==> src/rtl/csr_trap_ctrl_pkg.sv <==
// csr_trap_ctrl_pkg: CSR addresses, mstatus bit positions and sequencer
// state encodings shared by the trap/mret controller and its target logic.
package csr_trap_ctrl_pkg;

    // Machine-mode CSR addresses touched by the hardware sequences
    localparam logic [11:0] CSR_MSTATUS = 12'h300;
    localparam logic [11:0] CSR_MTVEC   = 12'h305;
    localparam logic [11:0] CSR_MEPC    = 12'h341;
    localparam logic [11:0] CSR_MCAUSE  = 12'h342;
    localparam logic [11:0] CSR_MTVAL   = 12'h343;

    // mstatus field positions
    localparam int MSTATUS_MIE     = 3;
    localparam int MSTATUS_MPIE    = 7;
    localparam int MSTATUS_MPP_LO  = 11;
    localparam int MSTATUS_MPP_HI  = 12;

    // Sequencer states: IDLE arbitrates, T_* is trap entry, R_* is mret
    typedef enum logic [2:0] {
        ST_IDLE   = 3'd0,
        ST_T_EPC  = 3'd1,
        ST_T_CAUSE= 3'd2,
        ST_T_TVAL = 3'd3,
        ST_T_STAT = 3'd4,
        ST_T_VEC  = 3'd5,
        ST_R_STAT = 3'd6,
        ST_R_EPC  = 3'd7
    } state_t;

    // Addresses with [11:10] == 2'b11 are read-only
    function automatic logic is_read_only(input logic [11:0] addr);
        return (addr[11:10] == 2'b11);
    endfunction

endpackage

==> src/rtl/csr_trap_ctrl_target.sv <==
// csr_trap_target: combinational trap target from mtvec and mcause.
// Vectored interrupt dispatch is built only when QT_VECTORED_TRAP_EN is
// defined; otherwise the mode bits are ignored and the base is used.
module csr_trap_target #(
    parameter int DW = 32
) (
    input  logic [DW-1:0] mtvec,
    input  logic [DW-1:0] cause,
    output logic [DW-1:0] target
);

    logic [DW-1:0] base;
    assign base = {mtvec[DW-1:2], 2'b00};

`ifdef QT_VECTORED_TRAP_EN
    // Vectored mode with an interrupt cause jumps to base + 4*cause code
    always_comb begin
        target = base;
        if (mtvec[1:0] == 2'b01 && cause[DW-1])
            target = base + {cause[DW-3:0], 2'b00};
    end
`else
    // Direct mode only: cause and mode bits play no part in the target
    logic unused_inputs;
    assign unused_inputs = ^{cause, mtvec[1:0]};
    assign target = base;
`endif

endmodule

==> src/rtl/csr_trap_ctrl.sv <==
// csr_trap_ctrl: arbiter/sequencer for the single CSR regfile port.
// Serves pipeline CSR instructions with zero latency and runs the
// multi-cycle trap-entry and mret sequences, each ending in one redirect.
// Optional feature macro: QT_VECTORED_TRAP_EN (vectored interrupt targets).
`ifndef REG_WIDTH
`define REG_WIDTH 32
`endif

module csr_trap_ctrl
    import csr_trap_ctrl_pkg::*;
#(
    parameter int DW = `REG_WIDTH
) (
    input  logic          clk_sys_i,
    input  logic          rst_sys_n_i,
    input  logic          inst_csr_req_i,
    input  logic [11:0]   inst_csr_addr_i,
    input  logic          inst_csr_we_i,
    input  logic [DW-1:0] inst_csr_wdata_i,
    output logic          inst_csr_gnt_o,
    output logic [DW-1:0] inst_csr_rdata_o,
    output logic          inst_csr_illegal_o,
    input  logic          trap_req_i,
    input  logic [DW-1:0] trap_cause_i,
    input  logic [DW-1:0] trap_pc_i,
    input  logic [DW-1:0] trap_tval_i,
    input  logic          mret_req_i,
    output logic          trap_ack_o,
    output logic          mret_ack_o,
    output logic [11:0]   csr_addr_o,
    output logic          csr_write_ena_o,
    output logic [DW-1:0] csr_wdata_o,
    input  logic [DW-1:0] csr_rdata_i,
    output logic          busy_o,
    output logic          redirect_valid_o,
    output logic [DW-1:0] redirect_pc_o
);

    state_t        state_reg;
    logic [DW-1:0] cause_reg;
    logic [DW-1:0] pc_reg;
    logic [DW-1:0] tval_reg;
    logic [DW-1:0] trap_target;
    logic [DW-1:0] mstatus_trap;
    logic [DW-1:0] mstatus_mret;

    csr_trap_target #(.DW(DW)) u_target (
        .mtvec  (csr_rdata_i),
        .cause  (cause_reg),
        .target (trap_target)
    );

    // mstatus images written during trap entry and mret
    always_comb begin
        mstatus_trap = csr_rdata_i;
        mstatus_trap[MSTATUS_MPIE] = csr_rdata_i[MSTATUS_MIE];
        mstatus_trap[MSTATUS_MIE]  = 1'b0;
        mstatus_trap[MSTATUS_MPP_HI:MSTATUS_MPP_LO] = 2'b11;
        mstatus_mret = csr_rdata_i;
        mstatus_mret[MSTATUS_MIE]  = csr_rdata_i[MSTATUS_MPIE];
        mstatus_mret[MSTATUS_MPIE] = 1'b1;
        mstatus_mret[MSTATUS_MPP_HI:MSTATUS_MPP_LO] = 2'b11;
    end

    assign inst_csr_rdata_o = csr_rdata_i;
    assign busy_o           = (state_reg != ST_IDLE);

    // Port mux and IDLE arbitration; everything is suppressed while in reset
    // so a reset landing mid-sequence cannot complete the pending write.
    always_comb begin
        trap_ack_o         = 1'b0;
        mret_ack_o         = 1'b0;
        inst_csr_gnt_o     = 1'b0;
        inst_csr_illegal_o = 1'b0;
        csr_addr_o         = inst_csr_addr_i;
        csr_write_ena_o    = 1'b0;
        csr_wdata_o        = inst_csr_wdata_i;
        case (state_reg)
            ST_IDLE: begin
                if (trap_req_i) begin
                    trap_ack_o = 1'b1;
                end else if (mret_req_i) begin
                    mret_ack_o = 1'b1;
                end else if (inst_csr_req_i) begin
                    inst_csr_gnt_o     = 1'b1;
                    csr_write_ena_o    = inst_csr_we_i && !is_read_only(inst_csr_addr_i);
                    inst_csr_illegal_o = inst_csr_we_i && is_read_only(inst_csr_addr_i);
                end
            end
            ST_T_EPC: begin
                csr_addr_o      = CSR_MEPC;
                csr_write_ena_o = 1'b1;
                csr_wdata_o     = {pc_reg[DW-1:2], 2'b00};
            end
            ST_T_CAUSE: begin
                csr_addr_o      = CSR_MCAUSE;
                csr_write_ena_o = 1'b1;
                csr_wdata_o     = cause_reg;
            end
            ST_T_TVAL: begin
                csr_addr_o      = CSR_MTVAL;
                csr_write_ena_o = 1'b1;
                csr_wdata_o     = tval_reg;
            end
            ST_T_STAT: begin
                csr_addr_o      = CSR_MSTATUS;
                csr_write_ena_o = 1'b1;
                csr_wdata_o     = mstatus_trap;
            end
            ST_T_VEC:  csr_addr_o = CSR_MTVEC;
            ST_R_STAT: begin
                csr_addr_o      = CSR_MSTATUS;
                csr_write_ena_o = 1'b1;
                csr_wdata_o     = mstatus_mret;
            end
            ST_R_EPC:  csr_addr_o = CSR_MEPC;
            default: ;
        endcase
        if (!rst_sys_n_i) begin
            trap_ack_o         = 1'b0;
            mret_ack_o         = 1'b0;
            inst_csr_gnt_o     = 1'b0;
            inst_csr_illegal_o = 1'b0;
            csr_write_ena_o    = 1'b0;
        end
    end

    // Sequencer state, trap payload capture and registered redirect
    always_ff @(posedge clk_sys_i) begin
        if (!rst_sys_n_i) begin
            state_reg        <= ST_IDLE;
            redirect_valid_o <= 1'b0;
            redirect_pc_o    <= '0;
            cause_reg        <= '0;
            pc_reg           <= '0;
            tval_reg         <= '0;
        end else begin
            redirect_valid_o <= 1'b0;
            case (state_reg)
                ST_IDLE: begin
                    if (trap_req_i) begin
                        state_reg <= ST_T_EPC;
                        cause_reg <= trap_cause_i;
                        pc_reg    <= trap_pc_i;
                        tval_reg  <= trap_tval_i;
                    end else if (mret_req_i) begin
                        state_reg <= ST_R_STAT;
                    end
                end
                ST_T_EPC:   state_reg <= ST_T_CAUSE;
                ST_T_CAUSE: state_reg <= ST_T_TVAL;
                ST_T_TVAL:  state_reg <= ST_T_STAT;
                ST_T_STAT:  state_reg <= ST_T_VEC;
                ST_T_VEC: begin
                    state_reg        <= ST_IDLE;
                    redirect_valid_o <= 1'b1;
                    redirect_pc_o    <= trap_target;
                end
                ST_R_STAT:  state_reg <= ST_R_EPC;
                ST_R_EPC: begin
                    state_reg        <= ST_IDLE;
                    redirect_valid_o <= 1'b1;
                    redirect_pc_o    <= csr_rdata_i;
                end
                default:    state_reg <= ST_IDLE;
            endcase
        end
    end

endmodule

==> config.mk <==
export PLATFORM = sky130hd
export DESIGN_NAME = csr_trap_ctrl
export DESIGN_NICKNAME = d
export VERILOG_FILES = /design/src/rtl/csr_trap_ctrl_pkg.sv /design/src/rtl/csr_trap_ctrl_target.sv /design/src/rtl/csr_trap_ctrl.sv
export SDC_FILE = /design/constraint.sdc
export NUM_CORES = 1
export LEC_CHECK = 0
export CAP_MARGIN = 20
export CORE_MARGIN = 2
export CORE_UTILIZATION = 30
export DETAILED_ROUTE_END_ITERATION = 16
export GPL_TIMING_DRIVEN = 1
export PLACE_DENSITY = 0.64
export SKIP_CTS_REPAIR_TIMING = 1
export SYNTH_ARGS = -nofsm -noshare
export SYNTH_HDL_FRONTEND = slang
export SYNTH_SLANG_ARGS = --single-unit
==> constraint.sdc <==
create_clock -name clk_sys_i -period 4 [get_ports clk_sys_i]
set_input_delay 0.8 -clock clk_sys_i [delete_from_list [all_inputs] [get_ports clk_sys_i]]
set_output_delay 0.8 -clock clk_sys_i [all_outputs]
set_load 0.005 [all_outputs]
==> flow_metrics.py <==
metrics = {
    "run_status": {
        "status": "completed",
    },
    "detailed_routing": {
        "via_count": 6258,
        "routed_wl_um": 22800,
        "via_per_inst": 4.89,
        "drt_iter0_drc": 337,
        "wl_per_cell_um": 17.8,
        "ant_nets": 0,
        "drtPass1Iterations": 4,
        "drc": 0,
    },
    "yosys": {
        "synth_ff_type": "dfxtp_1",
        "synth-edff-count": 0,
        "ys_warn_count": 0,
        "synth_cells": 768,
        "synthesis.area_um2": 6640,
        "synth_cell_types": 31,
        "synth_fp_nets": 946,
        "ys_ff_latch": 130,
        "ys_async_sr_fraction_pct": 0,
        "ys_seq_area_share_pct": 39.2,
        "syn_avg_cell_area_um2": 8.64,
    },
    "sta": {
        "rsz0062_at_grt": "no",
        "finalCriticalPeriod_ns": 3.38,
        "hold_viol": 0,
        "holdWs_ns": 0.452,
        "setup_viol": 0,
        "finalSetupTns_ns": 0,
        "worst_pin_slew_ns": 0.889,
        "slew_headroom_pct": 40.8,
        "fmax_mhz": 296,
        "maxSlewViolCount": 0,
        "fin_skew_ns": 0.00864,
        "fin_crit_sh_pct": 84.4,
    },
    "clock_tree": {
        "cts.sinks": 130,
        "h-tree-depth": 4,
        "clock_latency_ns": 0.42,
        "clock_path_buffers": 2,
        "cts_buffers": 17,
        "clockRootBuffer": "clkbuf_16",
        "cts_tree": "built",
        "cts.clk_slew.worst_paths_ns": 0.06,
    },
    "floorplan": {
        "die_area_um2": 23300,
        "die_x_um": 153,
        "die_h_um": 153,
        "rows": 54,
        "pin_count": 293,
        "initial_core_util_pct": 30.5,
        "coreArea_um2": 21800,
    },
    "global_route": {
        "antenna_found_initial": 3,
        "track_usage_pct": 19.1,
        "grt_overflow_total": 0,
        "grt_max_degree": 189,
        "grt_pass1_vias": 5814,
        "grt_pass1_wl_um": 34200,
    },
    "finish": {
        "syn_to_final_growth_pct": 51.9,
        "nFillCells": 2133,
        "nets": 1165,
        "drive_above_1_share_pct": 12.9,
    },
    "critical_path": {
        "end_kind": "primary output",
        "path_buf_inv": 2,
        "r2r_slack_ns": 1.97,
        "cp_top_family": "multiplexers",
        "timing.critical_path.slowest_stage_cell": "clkdlybuf4s50_1",
        "worstSetupPathType": "reg -> out",
        "reg2reg_from": "state_reg[0]",
        "required_ns": 3.20,
        "start_kind": "register",
        "arrival_ns": 2.58,
        "crit_path_max_incr_delay_ns": 0.49,
        "critPathMaxFanout": 36,
        "crit_start": "state_reg[1]",
        "crit_chain": "buf_4, mux2_2, mux4_2, clkdlybuf4s50_1",
    },
    "pwr": {
        "switching_share_pct": 26.6,
        "clockPowerShare_pct": 38.9,
        "switchingPower_w": 0.00112,
        "power_density_nw_per_um2": 416,
        "vdd_drop_max_mv": 0.263,
        "p_seq_share_pct": 34.6,
        "leakagePower_nw": 3.53,
        "p_int_w": 0.00308,
        "pwr-share-comb_pct": 26.6,
    },
    "job": {
        "max_cap_viol_count": 0,
    },
    "min_path": {
        "min_path_type": "reg -> reg",
        "hp-start": "tval_reg[22]",
    },
    "placed_design": {
        "io_buffers": 290,
        "globalplace.congestion": 0.831,
        "dp_hpwl_um": 16400,
    },
}
==> worst min-delay path: cells and delay by family, from the launching register on <==
kind	cells	cell delay, ns
flops	1	0.31
compound gates	1	0.05
simple gates	1	0.05
==> synth_stat cells, types with 2 or more instances <==
master      n  area (um2)
nand2_1   165         619
dfxtp_1   130        2600
nand3_1    99         495
o21ai_0    98         490
mux2_2     55         619
clkbuf_1   40         150
a21boi_0   33         248
buf_4      32         240
mux4_2     28         631
buf_2      26         130
and2_1     13        81.3
a211oi_1    7        52.6
nor2_1      6        22.5
o22ai_1     5        31.3
nand2b_1    4        25.0
a21oi_1     3        15.0
buf_6       3        33.8
nor2b_1     3        18.8
buf_1       2        7.51
clkinv_1    2        7.51
inv_1       2        7.51
nor3_1      2        10.0
o311a_1     2        20.0
==> kinds of logic (layout without fill, tap and decap cells) <==
kind of cell | count (synthesis) | after routing | share of synthesized area [%]
buffers and inverters | 108 | 340 | 8.77
DFF | 130 | 130 | 39.2
other | 0 | 1 | 0
and+or+nand+nor | 295 | 295 | 19.7
muxes | 83 | 83 | 18.8
AOI/OAI and AO/OA | 152 | 152 | 13.4
==> metrics by stage <==
stage	std cells	worst slack [ns]	power [W]	util [%]	cell area, um2
detailed placement	1248	0.728	0.00260	43.5	9460
global placement	1248	0.745	0.00259	43.5	9460
finish	1281	0.624	0.00420	46.3	10100
CTS	1280	0.589	0.00425	46.3	10100
global route	1281	0.533	0.00440	46.3	10100
floorplan	768	1.59	0.00203	-	6640
==> cell usage in the layout, fill, tap and decap left out, types with 3 or more instances in the layout <==
master,n
nand2b_1,4
o21ai_0,98
a211oi_1,7
clkbuf_16,18
dfxtp_1,128
clkdlybuf4s50_1,289
mux2_2,55
a21oi_1,3
nand2_1,165
and2_1,13
nand3_1,99
clkbuf_1,4
nor2b_1,3
a21boi_0,33
buf_4,12
mux4_2,28
bufinv_16,3
o22ai_1,5
nor2_1,6
==> path summary, 6_finish.rpt <==
check                    endpoint  cells past startpoint
setup / recovery  csr_wdata_o[20]                      4
hold / removal       tval_reg[22]                      2
setup reg to reg       pc_reg[29]                      4
hold reg to reg      tval_reg[22]                      2
==> metal layers <==
metal | wire, um | GRT usage [%] | vias to the layer above | share of wire, %
met5 | 0 | 0 | - | 0
met4 | 506 | 6.75 | 0 | 2.2
met3 | 1400 | 4.27 | 25 | 6.2
met2 | 10400 | 30.2 | 227 | 46
met1 | 10500 | 25.7 | 2909 | 46
li1 | - | - | 3097 | -
==> power groups by stage <==
stage | logic [W] | clock network (W) | registers, W
floorplan | 0.000566 | 0 | 0.00146
global placement | 0.00112 | 0 | 0.00147
detailed placement | 0.00112 | 0 | 0.00148
CTS | 0.00113 | 0.00167 | 0.00145
global route | 0.00120 | 0.00173 | 0.00146
finish | 0.00111 | 0.00163 | 0.00145
==> layout make-up <==
| class | count | area, um2 | share of cell area (%) |
|---|---|---|---|
| multi-input cells | 530 | 3450 | 34.2 |
| repair buffers | 304 | 3030 | 30.1 |
| flip-flops and latches | 130 | 2610 | 25.9 |
| diodes | 1 | 2.50 | 0.0248 |
| clock buffers | 24 | 493 | 4.89 |
| well taps | 280 | 350 | 3.48 |
| inverters | 4 | 15.0 | 0.149 |
| clock inverters | 8 | 124 | 1.23 |
No activity file was read; power rests on OpenSTA's default activity.
